File: config.mk
export PLATFORM = sky130hd
export DESIGN_NAME = vend_display_encoder_flat
export DESIGN_NICKNAME = d
export VERILOG_FILES = /design/src/rtl/vend_display_encoder_pkg.sv /design/src/rtl/vend_display_encoder_if.sv /design/src/rtl/vend_display_encoder_bin2bcd99.sv /design/src/rtl/vend_display_encoder.sv /design/src/flat_wrapper.sv
export SDC_FILE = /design/constraint.sdc
export NUM_CORES = 1
export LEC_CHECK = 0
export CAP_MARGIN = 15
export CORE_ASPECT_RATIO = 0.8
export CORE_MARGIN = 1
export CORE_UTILIZATION = 55
export CTS_CLUSTER_DIAMETER = 60
export DETAILED_ROUTE_END_ITERATION = 12
export PLACE_DENSITY = 0.76
export SYNTH_ARGS = -nofsm -noshare
export SYNTH_HDL_FRONTEND = slang
export SYNTH_HIERARCHICAL = 1
export SYNTH_SLANG_ARGS = --single-unit
File: constraint.sdc
create_clock -name clk -period 13.1 [get_ports clk]
set_input_delay 1.31 -clock clk [delete_from_list [all_inputs] [get_ports clk]]
set_output_delay 1.31 -clock clk [all_outputs]
set_load 0.1 [all_outputs]
File: src/rtl/vend_display_encoder_pkg.sv
// Shared types and constants for the vending display encoder: sale states,
// digit codes understood by the seven-segment decoders, and coin values.
package vend_display_encoder_pkg;

    typedef enum logic [1:0] {
        ST_IDLE     = 2'b00,
        ST_SUM      = 2'b01,
        ST_DISPENSE = 2'b10,
        ST_CHANGE   = 2'b11
    } state_t;

    typedef enum logic [1:0] {
        COIN_NONE = 2'b00,
        COIN_1    = 2'b01,
        COIN_5    = 2'b10,
        COIN_10   = 2'b11
    } coin_t;

    localparam logic [3:0] DIG_BLANK  = 4'b1111;
    localparam logic [3:0] DIG_BREATH = 4'b1000;
    localparam logic [6:0] SUM_MAX    = 7'd99;

    function automatic logic [6:0] coin_value(input logic [1:0] code);
        case (code)
            COIN_1:  return 7'd1;
            COIN_5:  return 7'd5;
            COIN_10: return 7'd10;
            default: return 7'd0;
        endcase
    endfunction

endpackage

File: src/rtl/vend_display_encoder_if.sv
// Front-panel bus: coin/button pulses in, digit codes and sale pulses out.
interface vend_display_encoder_if;
    logic [1:0] coin_in;
    logic       buy;
    logic       cancel;
    logic       state_chg;
    logic [3:0] dig_tens;
    logic [3:0] dig_ones;
    logic       vend;
    logic       coin_reject;

    modport master (
        output coin_in, buy, cancel,
        input  state_chg, dig_tens, dig_ones, vend, coin_reject
    );

    modport slave (
        input  coin_in, buy, cancel,
        output state_chg, dig_tens, dig_ones, vend, coin_reject
    );
endinterface

File: src/rtl/vend_display_encoder_bin2bcd99.sv
// Combinational 0..99 binary to two-digit BCD by repeated subtract-by-10.
module bin2bcd99 (
    input  logic [6:0] bin,
    output logic [3:0] tens,
    output logic [3:0] ones
);
    logic [6:0] rem;

    always_comb begin
        rem  = bin;
        tens = 4'd0;
        for (int i = 0; i < 9; i++) begin
            if (rem >= 7'd10) begin
                rem  = rem - 7'd10;
                tens = tens + 4'd1;
            end
        end
        ones = rem[3:0];
    end
endmodule

File: src/rtl/vend_display_encoder.sv
// Vending front end: coin accumulation, sale sequencing and digit-code generation
// for the downstream seven-segment decoders. All outputs are registered.
module vend_display_encoder
    import vend_display_encoder_pkg::*;
#(
    parameter int unsigned PRICE         = 15,
    parameter int unsigned BLINK_CYCLES  = 4,
    parameter int unsigned DISP_BLINKS   = 4,
    parameter int unsigned CHANGE_CYCLES = 8
) (
    input  logic                   clk,
    input  logic                   rst_n,
    vend_display_encoder_if.slave  bus
);
    state_t      state, state_n;
    logic [6:0]  sum, sum_n, chg, chg_n, sum_add, coin_v;
    logic [15:0] cyc, cyc_n, ph, ph_n;
    logic        coin_any, vend_n, rej_n;
    logic [3:0]  tens_n, ones_n, sum_tens, sum_ones, chg_tens, chg_ones;
    logic        state_chg_r, vend_r, rej_r;
    logic [3:0]  tens_r, ones_r;

    // BCD is taken from the next-state values so the display lands on the same edge.
    bin2bcd99 u_sum_bcd (.bin(sum_n), .tens(sum_tens), .ones(sum_ones));
    bin2bcd99 u_chg_bcd (.bin(chg_n), .tens(chg_tens), .ones(chg_ones));

    always_comb begin
        coin_v   = coin_value(bus.coin_in);
        coin_any = (bus.coin_in != COIN_NONE);
        sum_add  = sum + coin_v;
        state_n  = state;
        sum_n    = sum;
        chg_n    = chg;
        cyc_n    = cyc;
        ph_n     = ph;
        vend_n   = 1'b0;
        rej_n    = 1'b0;
        case (state)
            ST_IDLE: begin
                if (coin_any) begin
                    sum_n   = sum_add;
                    state_n = ST_SUM;
                end
            end
            ST_SUM: begin
                if (bus.cancel) begin
                    chg_n   = sum;
                    cyc_n   = '0;
                    rej_n   = coin_any;
                    state_n = ST_CHANGE;
                end else if (bus.buy && sum >= 7'(PRICE)) begin
                    chg_n   = sum - 7'(PRICE);
                    cyc_n   = '0;
                    ph_n    = '0;
                    vend_n  = 1'b1;
                    rej_n   = coin_any;
                    state_n = ST_DISPENSE;
                end else if (coin_any) begin
                    if (sum_add <= SUM_MAX) sum_n = sum_add;
                    else                    rej_n = 1'b1;
                end
            end
            ST_DISPENSE: begin
                rej_n = coin_any;
                if (cyc == 16'(BLINK_CYCLES - 1)) begin
                    cyc_n = '0;
                    if (ph == 16'(DISP_BLINKS - 1)) begin
                        ph_n    = '0;
                        state_n = ST_CHANGE;
                    end else begin
                        ph_n = ph + 16'd1;
                    end
                end else begin
                    cyc_n = cyc + 16'd1;
                end
            end
            default: begin
                rej_n = coin_any;
                if (cyc == 16'(CHANGE_CYCLES - 1)) begin
                    cyc_n   = '0;
                    sum_n   = '0;
                    chg_n   = '0;
                    state_n = ST_IDLE;
                end else begin
                    cyc_n = cyc + 16'd1;
                end
            end
        endcase

        tens_n = DIG_BLANK;
        ones_n = DIG_BLANK;
        case (state_n)
            ST_SUM: begin
                tens_n = (sum_n < 7'd10) ? DIG_BLANK : sum_tens;
                ones_n = sum_ones;
            end
            ST_DISPENSE: begin
                tens_n = ph_n[0] ? DIG_BLANK : DIG_BREATH;
                ones_n = tens_n;
            end
            ST_CHANGE: begin
                tens_n = (chg_n < 7'd10) ? DIG_BLANK : chg_tens;
                ones_n = chg_ones;
            end
            default: ;
        endcase
    end

    always_ff @(posedge clk or negedge rst_n) begin
        if (!rst_n) begin
            state       <= ST_IDLE;
            sum         <= '0;
            chg         <= '0;
            cyc         <= '0;
            ph          <= '0;
            state_chg_r <= 1'b0;
            tens_r      <= DIG_BLANK;
            ones_r      <= DIG_BLANK;
            vend_r      <= 1'b0;
            rej_r       <= 1'b0;
        end else begin
            state       <= state_n;
            sum         <= sum_n;
            chg         <= chg_n;
            cyc         <= cyc_n;
            ph          <= ph_n;
            state_chg_r <= (state_n == ST_CHANGE);
            tens_r      <= tens_n;
            ones_r      <= ones_n;
            vend_r      <= vend_n;
            rej_r       <= rej_n;
        end
    end

    assign bus.state_chg   = state_chg_r;
    assign bus.dig_tens    = tens_r;
    assign bus.dig_ones    = ones_r;
    assign bus.vend        = vend_r;
    assign bus.coin_reject = rej_r;
endmodule

File: src/flat_wrapper.sv
// flat-port wrapper written by rule: the top's interface ports become plain ports
module vend_display_encoder_flat import vend_display_encoder_pkg::*;
#(
    parameter int unsigned PRICE         = 15,
    parameter int unsigned BLINK_CYCLES  = 4,
    parameter int unsigned DISP_BLINKS   = 4,
    parameter int unsigned CHANGE_CYCLES = 8
)
  (clk, rst_n, bus_coin_in, bus_buy, bus_cancel, bus_state_chg, bus_dig_tens, bus_dig_ones, bus_vend, bus_coin_reject);
  vend_display_encoder_if bus_i ();
  input  logic clk;
  input  logic rst_n;
  input wire logic [$bits(bus_i.coin_in)-1:0] bus_coin_in;
  input wire logic [$bits(bus_i.buy)-1:0] bus_buy;
  input wire logic [$bits(bus_i.cancel)-1:0] bus_cancel;
  output wire logic [$bits(bus_i.state_chg)-1:0] bus_state_chg;
  output wire logic [$bits(bus_i.dig_tens)-1:0] bus_dig_tens;
  output wire logic [$bits(bus_i.dig_ones)-1:0] bus_dig_ones;
  output wire logic [$bits(bus_i.vend)-1:0] bus_vend;
  output wire logic [$bits(bus_i.coin_reject)-1:0] bus_coin_reject;
  assign bus_i.coin_in = bus_coin_in;
  assign bus_i.buy = bus_buy;
  assign bus_i.cancel = bus_cancel;
  assign bus_state_chg = bus_i.state_chg;
  assign bus_dig_tens = bus_i.dig_tens;
  assign bus_dig_ones = bus_i.dig_ones;
  assign bus_vend = bus_i.vend;
  assign bus_coin_reject = bus_i.coin_reject;
  vend_display_encoder #(.PRICE(PRICE), .BLINK_CYCLES(BLINK_CYCLES), .DISP_BLINKS(DISP_BLINKS), .CHANGE_CYCLES(CHANGE_CYCLES)) u_core (.clk(clk), .rst_n(rst_n), .bus(bus_i));
endmodule
### After elaboration in Yosys (flattened, before gate mapping)

Index checks and enable logic that the tools add are counted.

* add/sub/neg operators: 38
* $lt $le $gt $ge: 22
* equal/unequal tests: 15
* muxes and demuxes: 78
* bitwise operators: 1
* reductions and logical operators: 7

Operators with widths (count)
* $mux 7: 25
* $ge 7x4->1 const B: 19
* $mux 16: 8
* $sub 7x4->7 const B: 17
* $mux 4: 20
* $add 4x1->4 const B: 16
* $pmux 16 s3: 1
* $pmux 4 s3: 3
* $add 16x1->16 const B: 2
* $eq 16x2->1 const B: 2
* $pmux 16 s2: 1
* $pmux 7 s3: 1
* $eq 16x3->1 const B: 1
* $lt 7x4->1 const B: 2
* $pmux 7 s2: 1
* $mux 2: 6
* $eq 2x2->1 const B: 5
* $mux 1: 9
* $sub 4x4->4 const B: 2
* $add 7x4->7: 1
* $le 7x7->1 const B: 1
* $eq 2x1->1 const B: 3
* $pmux 2 s3: 1
* $ne 2x1->1 const B: 2
* other kinds (11): 12

* flip-flop bits (word level): 59
* bits of input ports: 6
* output and inout port bits: 11

### Longest topological paths before layout

Gate-level depths: netlist of run 1.

* depth in word-level cells: 29
* gate-level depth with buffers: 82

### Cells and area by module

The synthesis of run 1 kept the hierarchy.

By module, submodules not included
* bin2bcd99: instances 2, cells an instance 366, area each 2695.1 µm², seq. area each 0.0 µm²
* vend_display_encoder: instances 1, cells an instance 514, area each 4252.8 µm², seq. area each 1486.4 µm²

### Worst setup path before layout of run 1

No wires, ideal clock.

* path kind: input-to-reg
* start: in bus_coin_in[0]
* end: reg u_core.tens_r[1], in the netlist u_core/bus.dig_tens[1]
* data arrival time: 14602 ps
* data required time: 13014 ps
* path slack: -1589 ps
* cell stages on the path: 78
* cells stage by stage: inv_1 ha_1 ha_1 buf_6 a21o_1 a221o_1 mux2i_1 o311ai_1 a21boi_4 mux2i_1 or2_2 buf_2 inv_1 ha_1 buf_2 a21bo_2 nand2_1 nand2_1 [... 42 more ...] buf_6 xnor2_1 ha_1 nand2b_1 nand2b_1 o311a_4 nand2b_4 buf_6 xnor2_1 ha_1 o41ai_2 o21ai_1 nand2_4 mux2_4 nor2_1 nor2_1 a31oi_1 o21ai_0

* longest elaborated chain between the ends: 29

RTL lines
* from (decl): line flat_wrapper.sv:13 `input wire logic [$bits(bus_i.coin_in)-1:0] bus_coin_in;`
* $eq 2x2->1 / $eq 2x1->1 (equally long branches): line vend_display_encoder_pkg.sv:24 `case (code)`
* $pmux 4 s3: line vend_display_encoder_pkg.sv:24
* $add 7x4->7: line vend_display_encoder.sv:30 `sum_add = sum + coin_v;`
* $le 7x7->1: line vend_display_encoder.sv:59 `if (sum_add <= SUM_MAX) sum_n = sum_add;`
* $mux 7: line vend_display_encoder.sv:59
* $mux 7: line vend_display_encoder.sv:58 `end else if (coin_any) begin`
* $mux 7: line vend_display_encoder.sv:51 `end else if (bus.buy && sum >= 7'(PRICE)) begin`
* $mux 7: line vend_display_encoder.sv:46 `if (bus.cancel) begin`
* [... 1 more ...]
* net u_core.sum_n[1]: line vend_display_encoder.sv:16 `logic [6:0] sum, sum_n, chg, chg_n, sum_add, coin_v;`
* [... 14 more ...]
* $sub 7x4->7, or another cell as far along: line vend_display_encoder_bin2bcd99.sv:14 `rem = rem - 7'd10;`
* $mux 7 / $mux 4 (equally long branches): line vend_display_encoder_bin2bcd99.sv:13 `if (rem >= 7'd10) begin`
* $ge 7x4->1 / $add 4x1->4 (equally long branches): line vend_display_encoder_bin2bcd99.sv:13, vend_display_encoder_bin2bcd99.sv:15
* $mux 4 (*): line vend_display_encoder_bin2bcd99.sv:13
* net u_core.sum_tens[1]: line vend_display_encoder.sv:19 `logic [3:0] tens_n, ones_n, sum_tens, sum_ones, chg_tens, chg_ones;`
* $mux 4 (*): line vend_display_encoder.sv:94 `tens_n = (sum_n < 7'd10) ? DIG_BLANK : sum_tens;`
* $pmux 4 s3 (*): line vend_display_encoder.sv:92 `case (state_n)`
* net u_core.tens_n[1]: line vend_display_encoder.sv:19
* to (signal assigned): line vend_display_encoder.sv:128 `tens_r <= tens_n;`
* to (decl): line vend_display_encoder.sv:21 `logic [3:0] tens_r, ones_r;`

The timed path passes the listed nets; every way through them passes the cells marked *.
A chain may end at the register's enable or synchronous reset.

### Final worst setup path of run 1

* start: in bus_coin_in[1]
* end: reg u_core.tens_r[3], in the netlist u_core/bus.dig_tens[3]

The elaborated chain is that of the path after synthesis.

==> qor.txt, run 1 <==
Status = completed
DRC Markers = 0
Fmax achieved = 0.0764 GHz
Comb power frac = 89.6%
Number of port buffers = 16
Core area = 16900 um^2
Pint = 2.33 mW
Fin nets = 1554
Sequential fraction of the synthesis area = 15.4%
Place WS = -0.723 ns
DR WL/cell = 18.3 um
Setup TNS = 0 ns
Crit-path max FO = 5
Most common cell on crit path = ha_4
RSZ-0062 raised after global routing = true
Reg power frac = 4.5%
GPL Wtd Cong = 0.922
Final Hold Vio Count = 0
FP Rows = 42
Area delta synth->final = 33.2%
Psw = 1.77 mW
Synth unique cells = 114
Worst relative slew slack = 24.3%
Pwr Density = 319 nW/um^2
Max Transition Viols Final = 0
Sw frac = 43.2%
Congestion Overflow GR = 0
Final cell count without fillers = 1723
Final WL = 31500 um
Largest net degree at the start of global routing = 60
Die width = 150 um
Synthesized instance count = 1246
Clock sinks = 59
Clock root buffer = clkbuf_16
Clk pwr share = 5.8%
Starting Density = 57.2%
R2R cell count = 74
CP Launch Type = input pin
Crit Path Category = input pin to register
Design area = 12800 um^2
Crit-path max cell delay = 0.53 ns
Tcrit/Tclk final = 99.9%
Clk_lat worst skew = 0.34 ns
Critical Path AT = 13.34 ns
Setup crit end kind = register
Share of layout cells above drive strength 1 = 34.3%
Die Y = 120 um
Final Core Density = 76.1%
Clock skew = 0.0118 ns
Max Cap Viol = 0
Tot Pwr = 4.09 mW
Required @ worst endpoint = 13.35 ns
Via count = 11330
Post-Syn Area = 9640 um^2
Starting DRT DRC Count = 1116
Post-Syn Nets = 1302
Router iterations before antenna repair = 7
Placed cell count = 1645
Ys Warns = 6
Initial antenna violation count = 0
Worst r2r src = u_core/sum[1]
CTS Buf Count = 9
Hold path endpoint = u_core/ph[15]
Placement Cell Area = 11800 um^2
Total GRT Usage = 32.4%
Clock Pin Slew Worst Setup and Hold Paths = 0.05 ns
Hold_sp = u_core/ph[15]
Worst VDD drop = 0.585 mV
Post-synth EDFFs = 0
Number of I/O pins = 17
Vias per inst = 6.58
Detailed-placement wirelength estimate = 21700 um
Post-synthesis register bit count = 59
Slew at the pin closest to its max-slew limit = 1.13 ns
Slowest-stage cell, CP = or4_4
CTS Buffer Depth = 2
R2r setup slk = 0.35 ns
Diode count = 0
Worst hold path type = register to register
Final hold slack = 0.489 ns
CTS tree = yes
Avg Cell Area, Syn = 7.74 um^2
Final setup violating endpoints = 0
Synth async-reset ratio = 100%
Top_reg_cell synth = dfrtp_1
CTS HTree Levels = 3
Antenna-violating nets left = 0
First-pass GRT wire length = 48300 um
Worst setup margin = 0.0157 ns
Leakage = 5.58 nW
Fin crit period = 13.08 ns
WHS Path Cells = 1
Die area = 18100 um^2
Reg2Reg Capture Point = u_core/bus.dig_tens[1]
Vias in the first global route = 10350
==> worst max-delay path, delay by kind of cell <==
| kind | cells | cell delay [ns] |
|---|---|---|
| and+or+nand+nor | 27 | 4.19 |
| buffers and inverters | 13 | 1.32 |
| AOI/OAI and AO/OA | 18 | 3.55 |
| adders and majority gates | 10 | 1.74 |
| muxes | 3 | 0.84 |
| xor gates and xnor gates | 3 | 0.37 |
==> how the worst max path moves through the flow <==
| stage | startpoint | cells past startpoint | slack (ns) | to |
|---|---|---|---|---|
| final | bus_coin_in[1] | 74 | 0.02 | u_core/bus.dig_tens[3] |
| after global routing | bus_coin_in[1] | 73 | -0.55 | u_core/bus.dig_tens[3] |
| after detailed placement | bus_coin_in[0] | 71 | -0.72 | u_core/bus.dig_tens[1] |
| after floorplan | bus_coin_in[0] | 76 | -0.32 | u_core/bus.dig_tens[1] |
| after CTS | bus_cancel | 74 | 0.02 | u_core/bus.dig_tens[1] |
| after global placement | bus_coin_in[0] | 70 | -0.27 | u_core/bus.dig_tens[3] |
==> power groups by stage <==
stage | Sequential (mW) | Combinational (mW) | Clock, mW
floorplan | 0.189 | 2.18 | 0
global placement | 0.188 | 2.94 | 0
detailed placement | 0.188 | 3.01 | 0
CTS | 0.185 | 3.26 | 0.237
global route | 0.185 | 3.95 | 0.246
finish | 0.185 | 3.67 | 0.238
==> cells in the final DEF, fill, tap and decap left out, types with 17 or more instances in the layout <==
master    count
or3_1        17
dfrtp_1      48
nor2_1      104
nand3_1      42
ha_1         32
inv_1        34
and3_1       29
a31oi_1      21
xnor2_1      32
nor3_1       30
nand4_1      23
nand2_1      95
nand2b_1     32
and2_1       17
o21ai_0      77
a21o_1       17
buf_4       280
xor2_1       20
a21oi_1      47
mux2i_1      18
==> cell type report <==
| class | count | area (um^2) |
|---|---|---|
| Clock inverter | 5 | 52.6 |
| Fill cell | 1108 | 4030 |
| Sequential cell | 59 | 1490 |
| Inverter | 48 | 200 |
| Tap cell | 220 | 275 |
| Timing Repair Buffer | 299 | 2300 |
| Clock buffer | 11 | 243 |
| Multi-Input combinational cell | 1081 | 8280 |
==> flip-flops by register name, summed over array words and instances (netlist names) <==
signal	cells
u_core/bus.vend	1
u_core/chg	7
u_core/bus.dig_ones	4
u_core/bus.state_chg	1
u_core/bus.dig_tens	4
u_core/cyc	16
u_core/state	2
u_core/sum	7
u_core/bus.coin_reject	1
u_core/ph	16
==> per-layer routing <==
metal | part of all wire (%) | global-route usage (%)
met3 | 7.7 | 3.66
met5 | 0 | 0
met1 | 43 | 44.1
met2 | 46 | 52.6
met4 | 3.3 | 11.4
==> cell families after synthesis <==
logic type	Yosys count	share of synthesized area (%)
AOI/OAI and AO/OA	393	30.6
xor gates and xnor gates	62	6.07
adders and majority gates	50	6.49
buffers and inverters	106	5.44
DFF	59	15.4
muxes	46	5.50
and+or+nand+nor	530	30.5
==> timing repair <==
action,CTS,global route
pin swaps,34,26
hold buffers,0,0
buffers inserted,42,21
endpoints found under the setup margin,6,7
resized for setup,19,63
==> Yosys cell counts (all sizes together), types with 16 or more instances <==
cell type,count,area share [%]
mux2i,22,2.5
nor3,44,2.8
and2,20,1.3
nand4,23,1.5
a21oi,53,3.0
o31ai,16,1.2
or3,25,1.9
ha,50,6.5
and3,32,2.1
nor2,109,4.3
nand3,45,2.4
a21o,17,1.3
mux2,24,3.0
dfrtp,51,13
inv,47,1.8
a31oi,24,1.7
nand2,109,4.6
xor2,21,1.9
nor2b,18,1.2
clkbuf,24,0.93
nand2b,39,2.7
xnor2,39,3.7
buf,34,2.6
o21ai,96,5.0
Note: power is estimated with default switching activity, not from simulation.
==> run 2, diff against run 1 <==
--- a/config.mk
+++ b/config.mk
@@ -9,7 +9,6 @@
 export CORE_ASPECT_RATIO = 0.8
 export CORE_MARGIN = 1
 export CORE_UTILIZATION = 55
-export CTS_CLUSTER_DIAMETER = 60
 export DETAILED_ROUTE_END_ITERATION = 12
 export PLACE_DENSITY = 0.76
 export SYNTH_ARGS = -nofsm -noshare
==> results of run 2 <==
Same layout as run 1: the final DEF is identical, and so are final timing and power.
